### config.mk
export PLATFORM = sky130hd
export DESIGN_NAME = sipo_rx
export DESIGN_NICKNAME = d
export VERILOG_FILES = /design/src/rtl/sipo_rx.sv
export SDC_FILE = /design/constraint.sdc
export NUM_CORES = 1
export LEC_CHECK = 0
export ABC_CLOCK_PERIOD_IN_PS = 1900
export CELL_PAD_IN_SITES_DETAIL_PLACEMENT = 0
export CELL_PAD_IN_SITES_GLOBAL_PLACEMENT = 1
export CORE_MARGIN = 5
export CORE_UTILIZATION = 36
export DETAILED_ROUTE_END_ITERATION = 12
export GPL_ROUTABILITY_DRIVEN = 0
export PLACE_DENSITY_LB_ADDON = 0.1
export SLEW_MARGIN = 10
export SYNTH_ARGS = -nofsm -noshare
export SYNTH_HDL_FRONTEND = slang
export SYNTH_SLANG_ARGS = --single-unit
export TNS_END_PERCENT = 30
### constraint.sdc
create_clock -name clk -period 1.9 [get_ports clk]
set_input_delay 0.475 -clock clk [delete_from_list [all_inputs] [get_ports clk]]
set_output_delay 0.475 -clock clk [all_outputs]
set_load 0.05 [all_outputs]
### src/rtl/sipo_rx.sv
// Serial-in parallel-out receiver: assembles N strobed serial bits into a word
// delivered on a valid/ready output register. Optional macro: PARITY_CHECK_EN.
module sipo_rx #(
    parameter int N = 4
) (
    input  logic                   clk,
    input  logic                   rst,
    input  logic                   direction,
    input  logic                   din_valid,
    input  logic                   din,
    input  logic                   clear,
    output logic [N-1:0]           dout,
    output logic                   dout_valid,
    input  logic                   dout_ready,
    output logic                   busy,
    output logic [$clog2(N+1)-1:0] bit_cnt,
    output logic                   overrun,
    output logic                   parity_err
);

    localparam int CW = $clog2(N + 1);
    localparam logic [CW-1:0] LAST_DATA = CW'(N - 1);

    localparam logic [1:0] S_IDLE   = 2'd0;
    localparam logic [1:0] S_SHIFT  = 2'd1;
`ifdef PARITY_CHECK_EN
    localparam logic [1:0] S_PARITY = 2'd2;
`endif

    logic [1:0]    state_q, state_d;
    logic [CW-1:0] bit_cnt_q, bit_cnt_d;
    logic [N-1:0]  sreg_q, sreg_d;
    logic          dir_q, dir_d;
    logic [N-1:0]  dout_q, dout_d;
    logic          dout_valid_q, dout_valid_d;
    logic          overrun_q, overrun_d;
    logic          parity_err_q, parity_err_d;

    logic          dir_eff;
    logic [N-1:0]  shifted;
    logic          complete;
    logic [N-1:0]  word;
    logic          word_perr;

    // The first bit of a frame uses the live direction; later bits use the latched one.
    assign dir_eff = (state_q == S_IDLE) ? direction : dir_q;
    assign shifted = dir_eff ? {sreg_q[N-2:0], din} : {din, sreg_q[N-1:1]};

    always_comb begin
        state_d   = state_q;
        bit_cnt_d = bit_cnt_q;
        sreg_d    = sreg_q;
        dir_d     = dir_q;
        complete  = 1'b0;
        word      = sreg_q;
        word_perr = 1'b0;

        if (clear) begin
            state_d   = S_IDLE;
            bit_cnt_d = '0;
            sreg_d    = '0;
        end else if (din_valid) begin
            case (state_q)
                S_IDLE: begin
                    dir_d     = direction;
                    sreg_d    = shifted;
                    bit_cnt_d = CW'(1);
                    state_d   = S_SHIFT;
                end
                S_SHIFT: begin
                    if (bit_cnt_q == LAST_DATA) begin
`ifdef PARITY_CHECK_EN
                        sreg_d    = shifted;
                        bit_cnt_d = bit_cnt_q + CW'(1);
                        state_d   = S_PARITY;
`else
                        complete  = 1'b1;
                        word      = shifted;
                        sreg_d    = '0;
                        bit_cnt_d = '0;
                        state_d   = S_IDLE;
`endif
                    end else begin
                        sreg_d    = shifted;
                        bit_cnt_d = bit_cnt_q + CW'(1);
                    end
                end
`ifdef PARITY_CHECK_EN
                S_PARITY: begin
                    // Even parity: data bits XOR parity bit must be zero.
                    complete  = 1'b1;
                    word      = sreg_q;
                    word_perr = ^{sreg_q, din};
                    sreg_d    = '0;
                    bit_cnt_d = '0;
                    state_d   = S_IDLE;
                end
`endif
                default: begin
                    state_d   = S_IDLE;
                    bit_cnt_d = '0;
                    sreg_d    = '0;
                end
            endcase
        end
    end

    always_comb begin
        dout_d       = dout_q;
        dout_valid_d = dout_valid_q;
        overrun_d    = overrun_q;
        parity_err_d = parity_err_q;

        if (clear) begin
            overrun_d = 1'b0;
        end

        // A completed word finding the register full and not being drained is dropped.
        if (complete && dout_valid_q && !dout_ready) begin
            overrun_d = 1'b1;
        end else begin
            if (dout_valid_q && dout_ready) begin
                dout_valid_d = 1'b0;
            end
            if (complete) begin
                dout_d       = word;
                dout_valid_d = 1'b1;
                parity_err_d = word_perr;
            end
        end
    end

    always_ff @(posedge clk or posedge rst) begin
        if (rst) begin
            state_q      <= S_IDLE;
            bit_cnt_q    <= '0;
            sreg_q       <= '0;
            dir_q        <= 1'b0;
            dout_q       <= '0;
            dout_valid_q <= 1'b0;
            overrun_q    <= 1'b0;
            parity_err_q <= 1'b0;
        end else begin
            state_q      <= state_d;
            bit_cnt_q    <= bit_cnt_d;
            sreg_q       <= sreg_d;
            dir_q        <= dir_d;
            dout_q       <= dout_d;
            dout_valid_q <= dout_valid_d;
            overrun_q    <= overrun_d;
            parity_err_q <= parity_err_d;
        end
    end

    assign dout       = dout_q;
    assign dout_valid = dout_valid_q;
    assign busy       = (bit_cnt_q != '0);
    assign bit_cnt    = bit_cnt_q;
    assign overrun    = overrun_q;
    assign parity_err = parity_err_q;

endmodule

# After elaboration in Yosys (flattened, before gate mapping)
# Index checks and enable logic that the tools add are counted.
# op_classes
n_addsub,1
eq_ne,3
mux,26
bitwise_logic,2
n_reduce_logical,13
# op_table
cell,count
$mux 4,8
$mux 1,9
$mux 3,3
$pmux 4 s2,1
$reduce_and 2->1,4
$mux 2,3
$pmux 3 s2,1
$reduce_bool 2->1,3
$pmux 2 s2,1
$add 3x1->3 const B,1
$eq 3x2->1 const B,1
$logic_and 1x1->1,3
$ne 3x3->1 const B,1
$reduce_bool 3->1,1
$eq 2x1->1 const B,1
$logic_not 2->1,1
$not 1->1,2
$logic_not 1->1,1
# totals
regBits,16
output_inout_bits,11
wordCells,52

# Longest topological paths before layout
# depth
ltp_word,9
depth_mapped,4

# Worst setup path after synthesis
# OpenSTA, ideal clock, no wires.
# synth_path
path_type,flip-flop to flip-flop
from,"register bit_cnt_q[0], in the netlist bit_cnt[0]"
to,"register dout_q[0], in the netlist dout[0]"
setup_time_ns,0.125
t_arrival_ns,1.741
slack_ns,0.034
path_stages_with_launch,5
n_path_buf,0
path_cell_list,dfrtp_1 > ha_1 > nand3b_1 > nor3b_4 > mux2_2
# synth_between
elab_chain_cells,9
elab_cells_between_ends,13
# synth_lines
element,line_no,source
"start, declared",31,"logic [CW-1:0] bit_cnt_q, bit_cnt_d;"
"start signal, assigned",145,bit_cnt_q <= bit_cnt_d;
$eq 3x2->1 *,71,if (bit_cnt_q == LAST_DATA) begin
$mux 1,71,
$mux 1,63,case (state_q)
$mux 1,62,end else if (din_valid) begin
$mux 1,58,if (clear) begin
$logic_and 1x1->1 (2 in a row),119,if (complete && dout_valid_q && !dout_ready) begin
$not 1->1 (no line),n/a,
$reduce_and 2->1 (no line),n/a,
"end signal, assigned",148,dout_q <= dout_d;
"end, declared",34,"logic [N-1:0] dout_q, dout_d;"
# Every way passes the cells marked *; elsewhere a longest branch is shown, timed or not.
# A chain may end at the register's enable or synchronous reset.

# Worst setup path in the final report
# layout_path
from,"register bit_cnt_q[0], in the netlist bit_cnt[0]"
to,output port busy
# layout_between
elab_chain_cells,1
# layout_lines
element,line_no,source
$reduce_bool 3->1,157,assign busy = (bit_cnt_q != '0);
"end, declared",15,"output logic busy,"
# Every way passes these cells.

==> summary by stage <==
Critical path
The startpoint of the worst setup timing path is bit_cnt[0]$_DFFE_PP0P_. The worst setup path category is reg2out. Counting cells, the worst reg-to-reg path comes to 4. The worst setup path is launched from a register. Of all nets on the critical path, the largest fanout is 5. The endpoint identified for the worst register-to-register timing path is dout[2]$_DFFE_PP0P_. The worst-case register-to-register setup slack is 0.34 ns. Data arrives at the worst endpoint at between 1 and 1.5 ns. The required time at the worst-slack endpoint is 1.42 ns. The worst setup path endpoint is busy.

The endpoint class of the critical path is an output port. The launching point of the worst reg2reg path is state_q[0]$_DFFE_PP0P_.

Floorplan
The core region is 1920 sq um. The die span in y is 54.3 um. The number of placement rows is 16.

The starting density of the core is 36.7%. The number of primary I/O pins is 18. The die covers 2950 sq um. The width of the chip is 54.3 um.

Yosys
The mux share of post-synthesis cell area is 13.8%. The number of synthesized register bits is 15. The total number of yosys warnings is 0. After synthesis, the largest family of logic cells by area is simple AND/OR/NAND/NOR gates.

After technology mapping, the gate count stands at 61. After synthesis, flip-flops and latches occupy 53.2% of the total area. The xor-xnor portion of the synthesized cell area is 0%.

The cell area that synthesis handed to floorplanning was just over 700 sq um. The number of different library cells used by synthesis comes to 20. The fraction of the mapped netlist area in simple logic gates is 15.2%. The post-synthesis share of cell area spent on full adders, half adders and majority gates is 3.55%. The number of nets produced by synthesis is 70. The synthesized-area fraction occupied by ao, oa, aoi and oai cells is 9.40%. The per-instance average area after synthesis is 11.6 sq um.

GRT
The number of global-route vias before repair is 512. The number of antenna violations at the first check in global routing is 0. The wire length of the first global-routing pass is 2.28 mm. The largest net degree at the start of global routing is 16.

The total global-route track usage is 11.2%. The aggregate global routing overflow is 0.

Job
The number of max-cap violations is 0.

Cells and area
At the end of the flow, the number of nets in the layout was 95. Of the cells placed in the final design, the portion with a size suffix greater than 1 is 30.6%. The area overhead of the layout relative to synthesis is 33.7%.

The layout has 191 filler cells. The count of inserted antenna diode cells is 0.

Timing
The count of endpoints failing hold in the final timing report is 0. The final critical delay including setup and external delays is about 1.7 ns. The clock skew after layout is 0.00864 ns. The highest attainable clock frequency is 594 MHz.

Setup repair after global routing left no endpoint under its margin. For the pin with the worst max-slew slack, the measured transition is 0.555 ns. The number of slew-limit violations in the final report was 0.

Setup violations remaining at the end of the flow were counted as 0. The final worst-path cycle share is around nine tenths. Setup slack on the critical path of the routed design comes to 0.216 ns. Measured against its own limit, the worst slew margin works out to 63.0%.

Place
The wire-length estimate of the detail-placed layout is between 1 and 1.5 mm. Before CTS, the worst setup slack after placement is -0.0600 ns. The number of port buffers is 16.

Detailed routing
Once detail routing completed, the nets flagged for antenna violations numbered 0. After detailed routing, the number of vias per cell comes to 4.67. The overall via count from detail_route is 523. The first detailed-routing pass took 4 iterations. For this block, the initial DRC count from the detailed router was 4. The detail-routed net length per standard cell is 11.7 um. The total detailed-routing wirelength is 1.31 mm.

The post-route DRC violation count is 0.

Power
The clock network accounts for 28.1% of the total power. The analysis attributes to cell leakage a power of 0.000462 uW. The internal power of the cells is 462 uW. The switching part of the total power is 26.5%.

Per report_power, the sequential group accounts for 54.3% of the total. The total power consumption of the routed design is 628 uW. The largest voltage drop on the vdd net is ~670 uV.

For this design the total switching power over the nets is 166 uW. In this run, the combinational gates consume 17.6% of the power. Dividing total power by cell area gives a power density of between 600 and 700 nW/um^2.

Clock tree
The count of instances resized after the clock tree is built is 0. The number of hold buffers added after cts is 0. The clock latency on the worst-skew pair is 0.28 ns. The sink count of the clock tree is 15. After clock tree synthesis, the setup repair step added 0 buffers. The clock transition at the register clock pins on the worst setup and hold paths after CTS is 0.09 ns.

The CTS tree is yes. No sink is reached through more buffers than the 2 on the longest clock path. In this run the clock root is driven by a sky130_fd_sc_hd__clkbuf_4. CTS built an H-tree with a depth of 1. The number of clock buffers inserted by TritonCTS is 3.

Run status
The flow ran to the end, and the final reports show no timing, DRC or antenna violations.

Min path
The worst min-delay path class is reg2reg.
==> cell usage after synthesis, drive strengths merged <==
cell type	count	area, sq um
dfrtp	15	375
nand2	7	26.3
inv	6	22.5
mux2	6	67.6
a32o	4	40.0
nand2b	4	25.0
mux2i	3	30.0
o21ai	3	15.0
ha	2	25.0
a21oi	1	5.00
and3b	1	8.76
buf	1	7.51
conb	1	3.75
nand3	1	5.00
nand3b	1	7.51
nor2	1	3.75
nor2b	1	6.26
nor3b	1	18.8
o22ai	1	6.26
or2	1	6.26
==> worst min-delay path by stage <==
stage / startpoint / endpoint / slack, ns / cells after the start
after global placement: dir_q$_DFFE_PP0P_ / dir_q$_DFFE_PP0P_ / 0.46 / 2
after detailed placement: dir_q$_DFFE_PP0P_ / dir_q$_DFFE_PP0P_ / 0.47 / 2
after CTS: dir_q$_DFFE_PP0P_ / dir_q$_DFFE_PP0P_ / 0.49 / 2
final: dir_q$_DFFE_PP0P_ / dir_q$_DFFE_PP0P_ / 0.48 / 2
after floorplan: rst / bit_cnt[0]$_DFFE_PP0P_ / 0.38 / 1
after global routing: sreg_q[3]$_DFFE_PP0P_ / sreg_q[3]$_DFFE_PP0P_ / 0.52 / 2
==> metal layers <==
layer	share of wire, %	global-route usage, %	vias to the layer above	wire length, um
li1	-	-	261	-
met1	48	14.6	244	630
met2	44	16.3	16	577
met3	6.7	5.99	2	88
met4	0.92	2.49	0	12
met5	0	0	-	0
==> cell usage in the layout, fill, tap and decap left out, types with 4 or more instances in the layout <==
master                            netlist  routed
sky130_fd_sc_hd__dfrtp_1               15      15
sky130_fd_sc_hd__a32o_1                 4       4
sky130_fd_sc_hd__inv_1                  6       6
sky130_fd_sc_hd__buf_4                  1      14
sky130_fd_sc_hd__nand2b_1               4       4
sky130_fd_sc_hd__nand2_1                7       7
sky130_fd_sc_hd__mux2_2                 6       6
sky130_fd_sc_hd__clkdlybuf4s50_1        0       6
==> flip-flops by register name, indices dropped and copies added (netlist names) <==
signal      cells
dout            4
sreg_q          4
bit_cnt         3
dir_q           1
dout_valid      1
overrun         1
state_q         1
==> final cells by class <==
class                   count  area, sq um  area share [%]
clock buffers               4         26.3            2.79
inverters                   6         22.5            2.39
multi-input cells          39          300            31.8
flip-flops and latches     15          375            39.8
well taps                  27         33.8            3.58
repair buffers             21          185            19.6
==> critical path, cell delays in order, from the launching register on <==
cell and delay (ns):
sky130_fd_sc_hd__dfrtp_1 0.42, sky130_fd_sc_hd__inv_1 0.06, sky130_fd_sc_hd__ha_1 0.19, sky130_fd_sc_hd__nand2b_1 0.11, sky130_fd_sc_hd__buf_12 0.14
==> cell families (layout without fill, tap and decap cells) <==
family / count (synthesis) / count (layout)
flip-flops: 15 / 15
buffers and inverters: 7 / 31
AO/OA/AOI/OAI: 9 / 9
multiplexers: 9 / 9
other: 1 / 1
AND/OR/NAND/NOR: 18 / 18
adder cells (fa/ha/maj): 2 / 2
==> power by group through the flow <==
stage | logic [uW] | registers, uW | clock network (uW)
3_3_place_gp | 112 | 347 | 0
6_report | 111 | 341 | 177
3_5_place_dp | 112 | 348 | 0
4_1_cts | 112 | 341 | 186
2_1_floorplan | 52.8 | 360 | 0
5_1_grt | 121 | 343 | 199
==> per-stage QoR <==
| stage | utilization, % | hold slack (ns) | instances | area [sq um] | setup TNS (ns) |
|---|---|---|---|---|---|
| after floorplan | - | 0.376 | 61 | 706 | 0 |
| after global placement | 47.7 | 0.461 | 108 | 917 | -0.0501 |
| after detailed placement | 47.7 | 0.471 | 108 | 917 | -0.157 |
| after CTS | 49.1 | 0.492 | 112 | 943 | 0 |
| after global routing | 49.1 | 0.522 | 112 | 943 | 0 |
| final | 49.1 | 0.484 | 112 | 943 | 0 |
Note: power is estimated with default switching activity, not from simulation.
